`src/rtl/buffer_requester_if.sv`:
```
// Handshake bundle between the input buffer, its upstream source and the output-port allocator.
// The master modport is the buffer's view; slave is the upstream/allocator side.
interface buffer_requester_if #(
  parameter int FLIT_W = 32
);
  logic [FLIT_W-1:0] in_flit;
  logic              in_valid;
  logic              in_ready;
  logic              req;
  logic [2:0]        dport;
  logic              grant;
  logic [FLIT_W-1:0] out_flit;
  logic              out_valid;

  modport master (
    input  in_flit, in_valid, grant,
    output in_ready, req, dport, out_flit, out_valid
  );

  modport slave (
    output in_flit, in_valid, grant,
    input  in_ready, req, dport, out_flit, out_valid
  );
endinterface

```
`src/rtl/buffer_requester.sv`:
```
// Router input buffer: circular flit FIFO whose head requests an XY-routed output port
// from the allocator and is popped by a same-cycle grant.
module buffer_requester #(
  parameter int DEPTH  = 4,
  parameter int FLIT_W = 32,
  parameter int X_ADDR = 0,
  parameter int Y_ADDR = 0
) (
  input  logic                   clk,
  input  logic                   rst,
  buffer_requester_if.master     bus,
  output logic [$clog2(DEPTH):0] occupancy,
  output logic [7:0]             wait_cycles
);

  localparam int PTR_W = $clog2(DEPTH);
  localparam int CNT_W = PTR_W + 1;
  localparam logic [1:0] X_A = 2'(X_ADDR);
  localparam logic [1:0] Y_A = 2'(Y_ADDR);

  typedef enum logic {IDLE, REQUEST} state_e;

  state_e            state_q, state_d;
  logic [PTR_W-1:0]  wr_ptr_q, wr_ptr_d;
  logic [PTR_W-1:0]  rd_ptr_q, rd_ptr_d;
  logic [CNT_W-1:0]  count_q, count_d;
  logic [7:0]        wait_q, wait_d;
  logic [FLIT_W-1:0] mem_q [DEPTH];
  logic [FLIT_W-1:0] head;
  logic              push;
  logic              pop;

  function automatic logic [7:0] sat_inc(input logic [7:0] v);
    return (v == 8'hFF) ? v : v + 8'd1;
  endfunction

  // Dimension-order routing: resolve X first, then Y; matching both means local delivery.
  function automatic logic [2:0] xy_route(input logic [1:0] dx, input logic [1:0] dy);
    if (dx > X_A)      return 3'd2;
    else if (dx < X_A) return 3'd4;
    else if (dy > Y_A) return 3'd1;
    else if (dy < Y_A) return 3'd3;
    else               return 3'd0;
  endfunction

  assign head         = mem_q[rd_ptr_q];
  assign bus.in_ready = (count_q != CNT_W'(DEPTH));
  assign push         = bus.in_valid && bus.in_ready;
  assign pop          = bus.req && bus.grant;
  assign occupancy    = count_q;
  assign wait_cycles  = wait_q;

  always_ff @(posedge clk or negedge rst) begin
    if (!rst) state_q <= IDLE;
    else      state_q <= state_d;
  end

  always_comb begin
    state_d = state_q;
    case (state_q)
      IDLE:    if (push) state_d = REQUEST;
      REQUEST: if (pop && !push && (count_q == CNT_W'(1))) state_d = IDLE;
      default: state_d = IDLE;
    endcase
  end

  // Head stays put until popped, so req/dport are stable while waiting for grant.
  always_comb begin
    bus.req       = 1'b0;
    bus.dport     = 3'd0;
    bus.out_valid = 1'b0;
    bus.out_flit  = '0;
    if (state_q == REQUEST) begin
      bus.req       = 1'b1;
      bus.dport     = xy_route(head[3:2], head[1:0]);
      bus.out_valid = bus.grant;
      if (bus.grant) bus.out_flit = head;
    end
  end

  always_comb begin
    wr_ptr_d = push ? wr_ptr_q + PTR_W'(1) : wr_ptr_q;
    rd_ptr_d = pop  ? rd_ptr_q + PTR_W'(1) : rd_ptr_q;
    count_d  = count_q + CNT_W'(push) - CNT_W'(pop);
    wait_d   = (pop || (state_q == IDLE)) ? 8'd0 : sat_inc(wait_q);
  end

  always_ff @(posedge clk or negedge rst) begin
    if (!rst) begin
      wr_ptr_q <= '0;
      rd_ptr_q <= '0;
      count_q  <= '0;
      wait_q   <= '0;
    end else begin
      wr_ptr_q <= wr_ptr_d;
      rd_ptr_q <= rd_ptr_d;
      count_q  <= count_d;
      wait_q   <= wait_d;
    end
  end

  // Flit storage carries no reset; occupancy alone decides what is valid.
  always_ff @(posedge clk) begin
    if (push) mem_q[wr_ptr_q] <= bus.in_flit;
  end

endmodule

```
`src/flat_wrapper.sv`:
```
// flat-port wrapper written by rule: the top's interface ports become plain ports
module buffer_requester_flat 
#(
  parameter int DEPTH  = 4,
  parameter int FLIT_W = 32,
  parameter int X_ADDR = 0,
  parameter int Y_ADDR = 0
)
  (clk, rst, occupancy, wait_cycles, bus_in_flit, bus_in_valid, bus_grant, bus_in_ready, bus_req, bus_dport, bus_out_flit, bus_out_valid);
  buffer_requester_if #(.FLIT_W(FLIT_W)) bus_i ();
  input  logic clk;
  input  logic rst;
  output logic [$clog2(DEPTH):0] occupancy;
  output logic [7:0] wait_cycles;
  input wire logic [$bits(bus_i.in_flit)-1:0] bus_in_flit;
  input wire logic [$bits(bus_i.in_valid)-1:0] bus_in_valid;
  input wire logic [$bits(bus_i.grant)-1:0] bus_grant;
  output wire logic [$bits(bus_i.in_ready)-1:0] bus_in_ready;
  output wire logic [$bits(bus_i.req)-1:0] bus_req;
  output wire logic [$bits(bus_i.dport)-1:0] bus_dport;
  output wire logic [$bits(bus_i.out_flit)-1:0] bus_out_flit;
  output wire logic [$bits(bus_i.out_valid)-1:0] bus_out_valid;
  assign bus_i.in_flit = bus_in_flit;
  assign bus_i.in_valid = bus_in_valid;
  assign bus_i.grant = bus_grant;
  assign bus_in_ready = bus_i.in_ready;
  assign bus_req = bus_i.req;
  assign bus_dport = bus_i.dport;
  assign bus_out_flit = bus_i.out_flit;
  assign bus_out_valid = bus_i.out_valid;
  buffer_requester #(.DEPTH(DEPTH), .FLIT_W(FLIT_W), .X_ADDR(X_ADDR), .Y_ADDR(Y_ADDR)) u_core (.clk(clk), .rst(rst), .bus(bus_i), .occupancy(occupancy), .wait_cycles(wait_cycles));
endmodule
```
`config.mk`:
```
export PLATFORM = sky130hd
export DESIGN_NAME = buffer_requester_flat
export DESIGN_NICKNAME = d
export VERILOG_FILES = /design/src/rtl/buffer_requester_if.sv /design/src/rtl/buffer_requester.sv /design/src/flat_wrapper.sv
export SDC_FILE = /design/constraint.sdc
export NUM_CORES = 1
export LEC_CHECK = 0
export ABC_CLOCK_PERIOD_IN_PS = 2500
export BUFFER_PORTS_ARGS = -buffer_cell sky130_fd_sc_hd__buf_4
export CORE_UTILIZATION = 56
export CTS_CLUSTER_SIZE = 25
export DETAILED_ROUTE_END_ITERATION = 7
export GPL_ROUTABILITY_DRIVEN = 0
export GPL_TIMING_DRIVEN = 0
export PLACE_DENSITY_LB_ADDON = 0.2
export SYNTH_ARGS = -nofsm -noshare
export SYNTH_HDL_FRONTEND = slang
export SYNTH_SLANG_ARGS = --single-unit
```
`constraint.sdc`:
```
create_clock -name clk -period 2.5 [get_ports clk]
set_clock_uncertainty 0.2 [all_clocks]
set_input_delay 0.25 -clock clk [delete_from_list [all_inputs] [get_ports clk]]
set_output_delay 0.25 -clock clk [all_outputs]
set_load 0.01 [all_outputs]
```
### Word level (Yosys, flattened, before mapping)

Memory sizes are Yosys's and may differ from the RTL's.
Cells that the tools add are included.

| word-level totals | value |
|---|---|
| register bits | 16 |
| bits in latches | 0 |
| memory bits (writable) | 128 |
| ROM bits | 0 |
| input port bits | 36 |
| output and inout bits | 49 |
| word-level logic and storage cells | 41 |
| memories | 1 |

Memory list:

| name | words | bits a word | rd ports | clocked after Yosys merged registers in | wr ports | RTL line | RTL |
|---|---|---|---|---|---|---|---|
| u_core.mem_q | 4 | 32 | 1 | 0 | 1 | buffer_requester.sv:28 | `logic [FLIT_W-1:0] mem_q [DEPTH];` |

| cells by class | value |
|---|---|
| $add $sub $neg | 5 |
| $mul | 0 |
| divide/modulo/power cells | 0 |
| magnitude comparators | 4 |
| equal/unequal tests | 4 |
| shift-type cells | 0 |
| muxes and demuxes | 15 |
| bitwise gates (word level) | 1 |
| reduce and logical (&&, ||, !) cells | 6 |

Operators by type and width:

| cell | number |
|---|---|
| two-way mux 32 bit | 2 |
| two-way mux 8 bit | 2 |
| two-way mux 3 bit | 4 |
| adder 8 x 1 -> 8 bit (second input constant) | 1 |
| equality test 8 bit (second input constant) | 1 |
| two-way mux 1 bit | 5 |
| adder 2 x 1 -> 2 bit (second input constant) | 2 |
| greater-than comparator 2 x 1 -> 1 bit (second input constant) | 2 |
| logical AND 1 bit | 4 |
| < comparator 2 x 1 -> 1 bit (second input constant) | 2 |
| adder 3 x 1 -> 3 bit | 1 |
| equality test 3 x 1 -> 1 bit (second input constant) | 1 |
| != test 3 bit (second input constant) | 1 |
| subtractor 3 x 1 -> 3 bit | 1 |
| two-way mux 2 bit | 1 |
| != test 2 x 1 -> 1 bit (second input constant) | 1 |
| one-hot mux 1 bit (2 select lines) | 1 |
| zero test 1 bit | 1 |
| logical OR 1 bit | 1 |
| NOT 1 bit | 1 |

### Logic depth before layout (Yosys ltp)

Gate-level depths: netlist (run 1).

| logic depth | value |
|---|---|
| word-level depth | 7 |
| mapped depth | 8 |
| depth with buffers taken out | 7 |

### Worst setup path before layout (run 1)

OpenSTA, ideal clock, no wires.

| timing path | value |
|---|---|
| path kind | reg2reg |
| from | register u_core.count_q[2] (netlist: u_core.occupancy[2]) |
| to | memory u_core.mem_q[0][0] (enable) |
| setup time | 0.392 ns |
| arrival | 1.624 ns |
| required time | 1.908 ns |
| setup slack | 0.284 ns |
| cell stages (with the launch flop) | 4 |
| path buffers | 1 |
| clock period less this slack | 2.216 ns |
| cells stage by stage | dfrtp_1 -> or3b_1 -> clkbuf_2 -> and3_1 |

| between the ends | value |
|---|---|
| cells in the longest elaborated chain, start to end | 4 |

Ends and longest elaborated chain:

| item | RTL line | RTL |
|---|---|---|
| start: declaration | buffer_requester.sv:26 | `logic [CNT_W-1:0] count_q, count_d;` |
| start signal: assignment | buffer_requester.sv:97 | `count_q <= count_d;` |
| != test 3 bit | buffer_requester.sv:47 | `assign bus.in_ready = (count_q != CNT_W'(DEPTH));` |
| named net bus_in_ready | flat_wrapper.sv:18 | `output wire logic [$bits(bus_i.in_ready)-1:0] bus_in_ready;` |
| logical AND 1 bit | buffer_requester.sv:48 | `assign push = bus.in_valid && bus.in_ready;` |
| two-way mux 1 bit | buffer_requester.sv:104 | `if (push) mem_q[wr_ptr_q] <= bus.in_flit;` |
| two-way mux 1 bit (not written as such) | buffer_requester.sv:104 |  |
| end: declaration | buffer_requester.sv:28 |  |

The timed path passes the listed nets, and every way through them passes these cells.

### Final worst setup path (run 1)

| timing path | value |
|---|---|
| from | register u_core.rd_ptr_q[0] |
| to | output bus_out_flit[5] |

| between the ends | value |
|---|---|
| cells in the longest elaborated chain, start to end | 3 |

Ends and longest elaborated chain:

| item | RTL line | RTL |
|---|---|---|
| start: declaration | buffer_requester.sv:25 | `logic [PTR_W-1:0] rd_ptr_q, rd_ptr_d;` |
| start signal: assignment | buffer_requester.sv:96 | `rd_ptr_q <= rd_ptr_d;` |
| memory read (4 x 32 bit) | n/a |  |
| two-way mux 32 bit | buffer_requester.sv:77 | `if (bus.grant) bus.out_flit = head;` |
| two-way mux 32 bit | buffer_requester.sv:73 | `if (state_q == REQUEST) begin` |
| end: declaration | flat_wrapper.sv:21 | `output wire logic [$bits(bus_i.out_flit)-1:0] bus_out_flit;` |

Every way passes these cells.

==> results.json, run 1 <==
{
  "status": "finished, violations left",
  "violations": "negative setup slack",
  "leakagePower_nw": 2.95,
  "dp_cells": 514,
  "p_sw_mw": 2.39,
  "synth_cells": 298,
  "yosysWarningCount": 0,
  "slew_headroom": 0.407,
  "clk_pin_slew_ns": 0.06,
  "synthArstFlopShare": 0.111,
  "crit_top_cell": "buf_12",
  "critPathMaxStageDelay_ns": 0.53,
  "synth.distinct_cells": 42,
  "synth_nets": 341,
  "ys_top_cells_by_area": "edfxtp_1 66%, mux4_2 9.7%, dfrtp_1 6.9%",
  "worst_pin_slew_ns": 0.890,
  "period_share": 1.01,
  "pwr-share-seq": 0.381,
  "internal-power_mw": 6.42,
  "h-tree-depth": 4,
  "cap_violations": 0,
  "required_ns": 2.05,
  "rows": 36,
  "synth_top_area_share": 0.663,
  "hold_path_depth": 2,
  "synthesis.area_sq_um": 5800,
  "arrival_ns": 2.06,
  "numCtsBuffers": 17,
  "min_period_ns": 2.51,
  "ys_ff_latch": 144,
  "cts_tree": "done",
  "worstPathMaxFanout": 6,
  "pin_count": 85,
  "crit_family": "multiplexers",
  "clock_power_share": 0.262,
  "syn_to_final_growth_pct": 35.1,
  "die_area_sq_um": 10800,
  "avgViaCountPerCell": 5.53,
  "crit_start": "u_core.rd_ptr_q[0]",
  "cp_num_buf_inv": 3,
  "clock-sinks": 144,
  "clock_latency_ns": 0.52,
  "place_ws_ns": 0.316,
  "grt.total_usage": 0.211,
  "pwr-share-comb": 0.357,
  "rsz0062_at_grt": "true",
  "r2r_cells": 3,
  "crit_cells": 5,
  "crit-reg2reg-launch": "u_core.occupancy[2]",
  "reg2reg_to": "u_core.mem_q[2][30]",
  "cts-root-buf": "clkbuf_8",
  "crit_type": "flop to primary output",
  "min_from": "bus_in_flit[27]",
  "crit_chain": "buf_12 -> buf_12 -> mux4_1 -> and2_4 -> buf_4",
  "grt_antenna_before_repair": 0,
  "clk_path_buf_depth": 2,
  "final-hold-violation-count": 0,
  "synth_edf_count": 128,
  "end_kind": "primary output",
  "fmax_mhz": 398,
  "grt_pass1_vias": 3298,
  "fillers": 542,
  "via_count": 3250,
  "synth_top_cell_by_area": "edfxtp_1",
  "grt_pass1_wl_um": 16700,
  "fin_cells": 588,
  "setup_viol": 4,
  "overflow": 0,
  "diodes": 0,
  "start_util": 0.585,
  "power.density_nw_per_um2": 1130,
  "worstHoldEndpoint": "u_core.mem_q[1][27]",
  "die_h_um": 104,
  "cp_slowest_cell": "mux4_1",
  "r2r_slack_ns": 0.32,
  "cp-start-kind": "flop",
  "core_sq_um": 9910,
  "multiInputGateArea_sq_um": 1490,
  "syn_avg_cell_area_sq_um": 19.4,
  "fin_ws_ns": -0.0134,
  "first_iter_violations": 139,
  "dp_hpwl_um": 6210,
  "maxSlewViolCount": 0,
  "portBuffers": 83,
  "p_sw_frac": 0.272,
  "ys_seq_area_frac": 0.732,
  "wl_per_cell_um": 18.8,
  "final_nets": 485,
  "drc": 0,
  "chipWidth_um": 104,
  "detail-route-antenna-nets": 0,
  "hp-class": "primary input to flop",
  "max-vdd-ir-drop_v": 0.000981,
  "layout-drive-gt1-share": 0.426,
  "first_pass_iters": 4,
  "regArea_sq_um": 4250,
  "grt_max_degree": 33,
  "ys.flop_type": "edfxtp_1",
  "totalWireLength_um": 11000
}
## final cells by class
type                            count  area share
Inverter                            5     0.00240
Clock inverter                      4     0.00256
Sequential cell                   144       0.542
Tap cell                          133      0.0213
Clock buffer                       28      0.0687
Buffer                             14      0.0185
Timing Repair Buffer              125       0.154
Multi-Input combinational cell    135       0.190
## cell usage after synthesis, drive strengths merged, types with 5 or more instances
cell type / number
edfxtp: 128
and2: 31
mux4: 30
dfrtp: 16
buf: 9
and3: 6
ha: 6
nor2: 6
xnor2: 6
clkbuf: 5
inv: 5
nand2: 5
nor3: 5
## kinds of logic after synthesis
family,share of synthesized area
AO/OA/AOI/OAI,0.0201
XOR/XNOR,0.00907
adder cells (fa/ha/maj),0.0164
buffers and inverters,0.0222
flip-flops,0.732
multiplexers,0.131
other,0.000647
AND/OR/NAND/NOR,0.0687
## worst reg2reg max path, delay by kind of cell, from the launching register on
kind / cells / cell delay [ns]
AND/OR/NAND/NOR: 2 / 0.98
flip-flops: 1 / 0.43
buffers and inverters: 1 / 0.16
## flip-flops by register name, indices dropped and copies added (netlist names)
name	count
u_core.mem_q	128
u_core.wait_cycles	8
u_core.occupancy	3
u_core.rd_ptr_q	2
u_core.wr_ptr_q	2
u_core.state_q	1
## repair_timing
action | 4_1_cts | 5_1_grt
hold buffers | 36 | 0
gates cloned | 0 | 4
hold endpoints to repair | 157 | 0
pin swaps | 0 | 4
setup buffers | 1 | 1
gates resized for setup | 8 | 63
endpoints found under the setup margin | 30 | 30
## metrics by stage
stage / hold slack (ns) / util / power (mW) / area [sq um] / TNS, ns
after floorplan: -0.246 / - / 5.00 / 5800 / 0
after global placement: -0.0729 / 0.665 / 5.85 / 6590 / -34.26
after detailed placement: -0.0720 / 0.665 / 5.91 / 6590 / 0
after CTS: 0.258 / 0.762 / 8.33 / 7550 / 0
after global routing: 0.265 / 0.790 / 9.20 / 7830 / -0.753
final: 0.279 / 0.790 / 8.81 / 7830 / -0.0318
## worst max-delay path by stage
stage                     endpoint  slack (ns)
2_1_floorplan   u_core.mem_q[0][0]        0.28
3_3_place_gp   u_core.mem_q[0][14]       -0.30
3_5_place_dp   u_core.mem_q[0][14]        0.32
4_1_cts           bus_out_flit[20]        0.01
5_1_grt            bus_out_flit[6]       -0.06
6_report           bus_out_flit[5]       -0.01
## metal layers
metal,track usage,vias to the layer above,share of wire
met5,0,-,0
met4,0.0878,0,0.014
met3,0.0642,12,0.043
met2,0.336,103,0.50
met1,0.275,1666,0.44
li1,-,1469,-
## placed cells by master (no fill, tap or decap), types with 4 or more instances in the layout
cell type / count
nor3_1: 5
clkinv_2: 4
and2_4: 28
nand2_1: 4
clkbuf_1: 6
buf_4: 62
buf_6: 26
nor2_1: 5
mux2i_1: 4
nand3_1: 4
dlygate4sd3_1: 36
and3_2: 4
clkbuf_8: 5
dfrtp_1: 14
inv_1: 5
buf_12: 5
mux4_2: 27
a31oi_1: 4
edfxtp_1: 128
xnor2_1: 6
ha_1: 6
clkbuf_16: 22
## power groups by stage
stage | Clock (mW) | Combinational [mW] | Sequential (mW)
2_1_floorplan | 0 | 1.64 | 3.35
3_3_place_gp | 0 | 2.48 | 3.36
3_5_place_dp | 0 | 2.53 | 3.38
4_1_cts | 2.33 | 2.66 | 3.34
5_1_grt | 2.43 | 3.37 | 3.40
6_report | 2.31 | 3.15 | 3.36
Power figures use the tool's default switching activity.
==> run 2: changes to the inputs <==
--- a/config.mk
+++ b/config.mk
@@ -5,9 +5,10 @@
 export SDC_FILE = /design/constraint.sdc
 export NUM_CORES = 1
 export LEC_CHECK = 0
-export ABC_CLOCK_PERIOD_IN_PS = 2500
+export ABC_CLOCK_PERIOD_IN_PS = 3300
 export BUFFER_PORTS_ARGS = -buffer_cell sky130_fd_sc_hd__buf_4
-export CORE_UTILIZATION = 56
+export CORE_MARGIN = 1.5
+export CORE_UTILIZATION = 60
 export CTS_CLUSTER_SIZE = 25
 export DETAILED_ROUTE_END_ITERATION = 7
 export GPL_ROUTABILITY_DRIVEN = 0
==> constraint.sdc (replaced) <==
create_clock -name clk -period 3.3 [get_ports clk]
set_clock_uncertainty 0.2 [all_clocks]
set_input_delay 0.33 -clock clk [delete_from_list [all_inputs] [get_ports clk]]
set_output_delay 0.33 -clock clk [all_outputs]
set_load 0.01 [all_outputs]
==> results.json, run 2 (same netlist as run 1, synthesis figures left out) <==
{
  "status": "completed",
  "crit_type": "flop to primary output",
  "final-hold-violation-count": 0,
  "die_h_um": 101,
  "portBuffers": 83,
  "dp_hpwl_um": 6200,
  "rows": 35,
  "maxSlewViolCount": 0,
  "rsz0062_at_grt": "false",
  "wl_met3_um": 415,
  "grt_max_degree": 33,
  "clk_pin_slew_ns": 0.06,
  "end_kind": "primary output",
  "clock_power_share": 0.323,
  "totalWireLength_um": 10700,
  "clock_latency_ns": 0.51,
  "setup_viol": 0,
  "final_util": 0.818,
  "period_share": 0.826,
  "clock-sinks": 144,
  "routed.top_layer": "met4",
  "grt_pass1_vias": 3336,
  "dp_cells": 510,
  "slew_headroom": 0.412,
  "grt_pass1_wl_um": 17000,
  "die_area_sq_um": 10300,
  "final_cell_mix": "128 x edfxtp_1, 84 x buf_4, 35 x dlygate4sd3_1, 30 x and2_1, 25 x mux4_2",
  "final_nets": 478,
  "clk_path_buf_depth": 2,
  "wl_per_cell_um": 18.6,
  "chipWidth_um": 101,
  "met1_length_um": 4450,
  "arrival_ns": 2.20,
  "detail-route-antenna-nets": 0,
  "internal-power_mw": 4.85,
  "worstPathMaxFanout": 10,
  "numCtsBuffers": 17,
  "hp-class": "primary input to async pin",
  "p_sw_mw": 1.74,
  "cts-root-buf": "clkbuf_8",
  "grt.total_usage": 0.231,
  "largest_reg_flops": 128,
  "first_iter_violations": 237,
  "p_sw_frac": 0.264,
  "overflow": 0,
  "drc": 0,
  "fin_tns_setup_ns": 0,
  "cap_violations": 0,
  "fmax_mhz": 367,
  "pwr-share-comb": 0.293,
  "cts_tree": "done",
  "final_common_cell": "edfxtp_1",
  "post_cts_buffers": 0,
  "core_sq_um": 9280,
  "grt_antenna_before_repair": 0,
  "h-tree-depth": 4,
  "via_count": 3200,
  "required_ns": 2.77,
  "layout-drive-gt1-share": 0.343,
  "leakagePower_nw": 2.83,
  "power.total_mw": 6.59,
  "fin_cells": 575,
  "syn_to_final_growth_pct": 31.0,
  "pin_count": 85,
  "met2_wirelength_um": 5630,
  "cp-start-kind": "flop",
  "pwr-share-seq": 0.384,
  "min_period_ns": 2.73,
  "avgViaCountPerCell": 5.57,
  "diodes": 0,
  "max-vdd-ir-drop_v": 0.000704,
  "start_util": 0.624,
  "power.density_nw_per_um2": 868,
  "top_register": "u_core.mem_q",
  "worst_pin_slew_ns": 0.882,
  "first_pass_iters": 4
}
-- run 2: cell types whose count changed in the layout (fill, tap and decap cells not counted), sizes merged --
cell         previous run  this run
buf                    95        92
clkinv                  4         3
bufinv                  0         7
clkbuf                 36        23
dlygate4sd3            36        35
clkinvlp                0         1
inv                     5         6
-- run 2: repair_timing --
action,in CTS,in global routing
hold buffers,35,0
resized for setup,0,0
hold endpoints to repair,150,0
-- run 2: layout make-up --
type	instances	area (sq um)
flip-flops and latches	144	4240
repair buffers	118	973
clock inverters	12	239
multi-input cells	135	1430
inverters	5	18.8
plain buffers	14	110
well taps	129	161
clock buffers	18	418
fillers	486	1690
-- run 2: stage by stage --
step	cell area, sq um	worst slack [ns]	hold slack [ns]
6_report	7590	0.574	0.0486
3_3_place_gp	6580	0.510	0.00783
3_5_place_dp	6590	1.14	0.0114
4_1_cts	7590	0.542	0.0172
5_1_grt	7590	0.399	0.0623
2_1_floorplan	5800	1.08	-0.166
-- run 2: per-layer routing --
metal / GRT usage / up-vias
met5: 0 / -
met2: 0.383 / 97
met4: 0.0972 / 0
met1: 0.298 / 1622
met3: 0.0538 / 21
li1: - / 1460
-- run 2: power by group through the flow --
| stage | sequential, mW | combinational [mW] | clock, mW |
|---|---|---|---|
| 2_1_floorplan | 2.54 | 1.25 | 0 |
| 3_3_place_gp | 2.55 | 1.87 | 0 |
| 3_5_place_dp | 2.56 | 1.92 | 0 |
| 4_1_cts | 2.53 | 1.96 | 2.14 |
| 5_1_grt | 2.56 | 2.10 | 2.22 |
| 6_report | 2.53 | 1.93 | 2.13 |
-- run 2: final timing paths --
path,start,end,slack (ns),depth (start not counted)
setup / recovery,u_core.state_q,bus_out_flit[0],0.57,5
hold / removal,rst,u_core.rd_ptr_q[0],0.05,2
setup reg to reg,u_core.occupancy[1],u_core.mem_q[1][12],1.13,3
hold reg to reg,u_core.wait_cycles[2],u_core.wait_cycles[2],0.37,1
max in group asynchronous,rst,u_core.state_q,2.66,2
min in group clk,u_core.wait_cycles[2],u_core.wait_cycles[2],0.37,1
-- run 2: critical path: stages, from the launching register on --
cell and delay, ns:
dfrtp_1 0.52, nand2_2 0.21, inv_1 0.21, clkbuf_1 0.37
and2_1 0.24, buf_4 0.13
==> run 3: changes to the inputs <==
--- a/config.mk
+++ b/config.mk
@@ -5,10 +5,10 @@
 export SDC_FILE = /design/constraint.sdc
 export NUM_CORES = 1
 export LEC_CHECK = 0
-export ABC_CLOCK_PERIOD_IN_PS = 3300
+export ABC_CLOCK_PERIOD_IN_PS = 2700
 export BUFFER_PORTS_ARGS = -buffer_cell sky130_fd_sc_hd__buf_4
 export CORE_MARGIN = 1.5
-export CORE_UTILIZATION = 60
+export CORE_UTILIZATION = 56
 export CTS_CLUSTER_SIZE = 25
 export DETAILED_ROUTE_END_ITERATION = 7
 export GPL_ROUTABILITY_DRIVEN = 0
==> constraint.sdc (replaced) <==
create_clock -name clk -period 2.7 [get_ports clk]
set_clock_uncertainty 0.2 [all_clocks]
set_input_delay 0.27 -clock clk [delete_from_list [all_inputs] [get_ports clk]]
set_output_delay 0.27 -clock clk [all_outputs]
set_load 0.01 [all_outputs]
==> results.json, run 3 (same netlist as run 1, synthesis figures left out) <==
{
  "pin_count": 85,
  "final-hold-violation-count": 0,
  "portBuffers": 83,
  "final_nets": 479,
  "die_h_um": 105,
  "slew_headroom": 0.402,
  "arrival_ns": 2.04,
  "grt.total_usage": 0.206,
  "crit_top_cell": "buf_2",
  "hp-class": "primary input to flop",
  "crit_family": "buffers and inverters",
  "top_register": "u_core.mem_q",
  "stdcell_area_sq_um": 7480,
  "clock-sinks": 144,
  "core_sq_um": 9910,
  "start_util": 0.585,
  "cts_tree": "done",
  "dp_hpwl_um": 6190,
  "place_area_sq_um": 6590,
  "fin_cells": 581,
  "regArea_sq_um": 4240,
  "drc": 0,
  "fillers": 588,
  "h-tree-depth": 4,
  "avgViaCountPerCell": 5.42,
  "cap_violations": 0,
  "first_iter_violations": 204,
  "grt_antenna_before_repair": 0,
  "period_share": 0.931,
  "final_cell_mix": "128 x edfxtp_1, 84 x buf_4, 36 x dlygate4sd3_1, 30 x and2_1, 25 x mux4_2",
  "grt_pass1_vias": 3244,
  "final_util": 0.755,
  "die_area_sq_um": 11000,
  "wl_per_cell_um": 18.0,
  "cp_slowest_cell": "mux4_1",
  "setup_viol": 0,
  "cp_num_buf_inv": 3,
  "clk_pin_slew_ns": 0.06,
  "fmax_mhz": 398,
  "grt_max_degree": 33,
  "chipWidth_um": 105,
  "critPathMaxStageDelay_ns": 0.35,
  "min_period_ns": 2.51,
  "first_pass_iters": 6,
  "crit_type": "flop to primary output",
  "diodes": 0,
  "grt_pass1_wl_um": 16700,
  "syn_to_final_growth_pct": 29.1,
  "leakagePower_nw": 2.78,
  "cp-start-kind": "flop",
  "clock_latency_ns": 0.51,
  "status": "completed",
  "rows": 36,
  "maxSlewViolCount": 0,
  "totalWireLength_um": 10500,
  "worstPathMaxFanout": 10,
  "clk_path_buf_depth": 2,
  "via_count": 3148,
  "dp_cells": 514,
  "rsz0062_at_grt": "false",
  "max-vdd-ir-drop_v": 0.000680,
  "multiInputGateArea_sq_um": 1430,
  "overflow": 0,
  "crit_chain": "buf_2 -> buf_2 -> mux4_1 -> nor2_1 -> a21oi_1 -> buf_4",
  "largest_reg_flops": 128,
  "power.density_nw_per_um2": 1000,
  "final_common_cell": "edfxtp_1",
  "layout-drive-gt1-share": 0.337,
  "cts-root-buf": "clkbuf_8",
  "required_ns": 2.23,
  "end_kind": "primary output",
  "numCtsBuffers": 17,
  "worst_pin_slew_ns": 0.896,
  "detail-route-antenna-nets": 0
}
-- run 3: cell count changes in the layout (fill, tap and decap cells not counted) --
| cell | previous run | this run |
|---|---|---|
| bufinv_16 | 7 | 2 |
| clkbuf_1 | 5 | 6 |
| clkbuf_2 | 1 | 4 |
| clkinv_1 | 2 | 4 |
| clkinv_2 | 1 | 2 |
| dlygate4sd3_1 | 35 | 36 |
| inv_6 | 1 | 0 |
-- run 3: per-stage QoR --
step	TNS [ns]	total power, mW	setup slack [ns]	hold WS, ns
finish	0	7.52	0.187	0.301
global route	0	7.90	0.0347	0.294
CTS	0	7.59	0.0317	0.288
detailed placement	0	5.46	0.533	-0.0583
global placement	-5.77	5.41	-0.0787	-0.0589
floorplan	0	4.63	0.484	-0.226
-- run 3: worst register-to-register path, stage by stage (launching register included) --
cell	delay [ns]
dfrtp_1	0.43
or3b_1	0.18
clkbuf_2	0.16
and3_2	0.81
-- run 3: path summary, 6_finish.rpt --
kind	start	end	slack, ns	cells past startpoint
max in group asynchronous	rst	u_core.rd_ptr_q[0]	1.08	3
min in group asynchronous	rst	u_core.wait_cycles[6]	0.75	3
min	bus_in_flit[16]	u_core.mem_q[3][16]	0.30	2
max reg2reg	u_core.occupancy[2]	u_core.mem_q[0][21]	0.53	3
min reg2reg	u_core.wait_cycles[6]	u_core.wait_cycles[6]	0.36	1
max	u_core.rd_ptr_q[1]	bus_dport[0]	0.19	6
-- run 3: power breakdown --
part / total, mW / switching, mW / internal (mW)
Clock: 2.08 / 0.788 / 1.29
Combinational: 2.35 / 1.12 / 1.24
Sequential: 3.09 / 0.151 / 2.93
Total: 7.52 / 2.06 / 5.46
-- run 3: routing by layer --
layer	vias to the layer above	wire (um)	global-route usage
li1	1462	-	-
met5	-	0	0
met4	0	162	0.0773
met3	15	480	0.0480
met1	1569	4620	0.282
met2	102	5220	0.326
-- run 3: cell type report --
| class | instances | area share |
|---|---|---|
| sequential | 144 | 0.567 |
| multi-input combinational | 135 | 0.191 |
| timing repair buffer | 119 | 0.131 |
| clock buffer | 22 | 0.0579 |
| tap | 133 | 0.0222 |
| buffer | 14 | 0.0152 |
| clock inverter | 9 | 0.0124 |
| inverter | 5 | 0.00251 |
-- run 3: repair_timing --
item | CTS | global route
gates resized for setup | 0 | 6
endpoints found under the hold margin | 153 | 0
setup buffers | 0 | 0
hold buffers | 36 | 0
setup endpoints to repair | 0 | 27
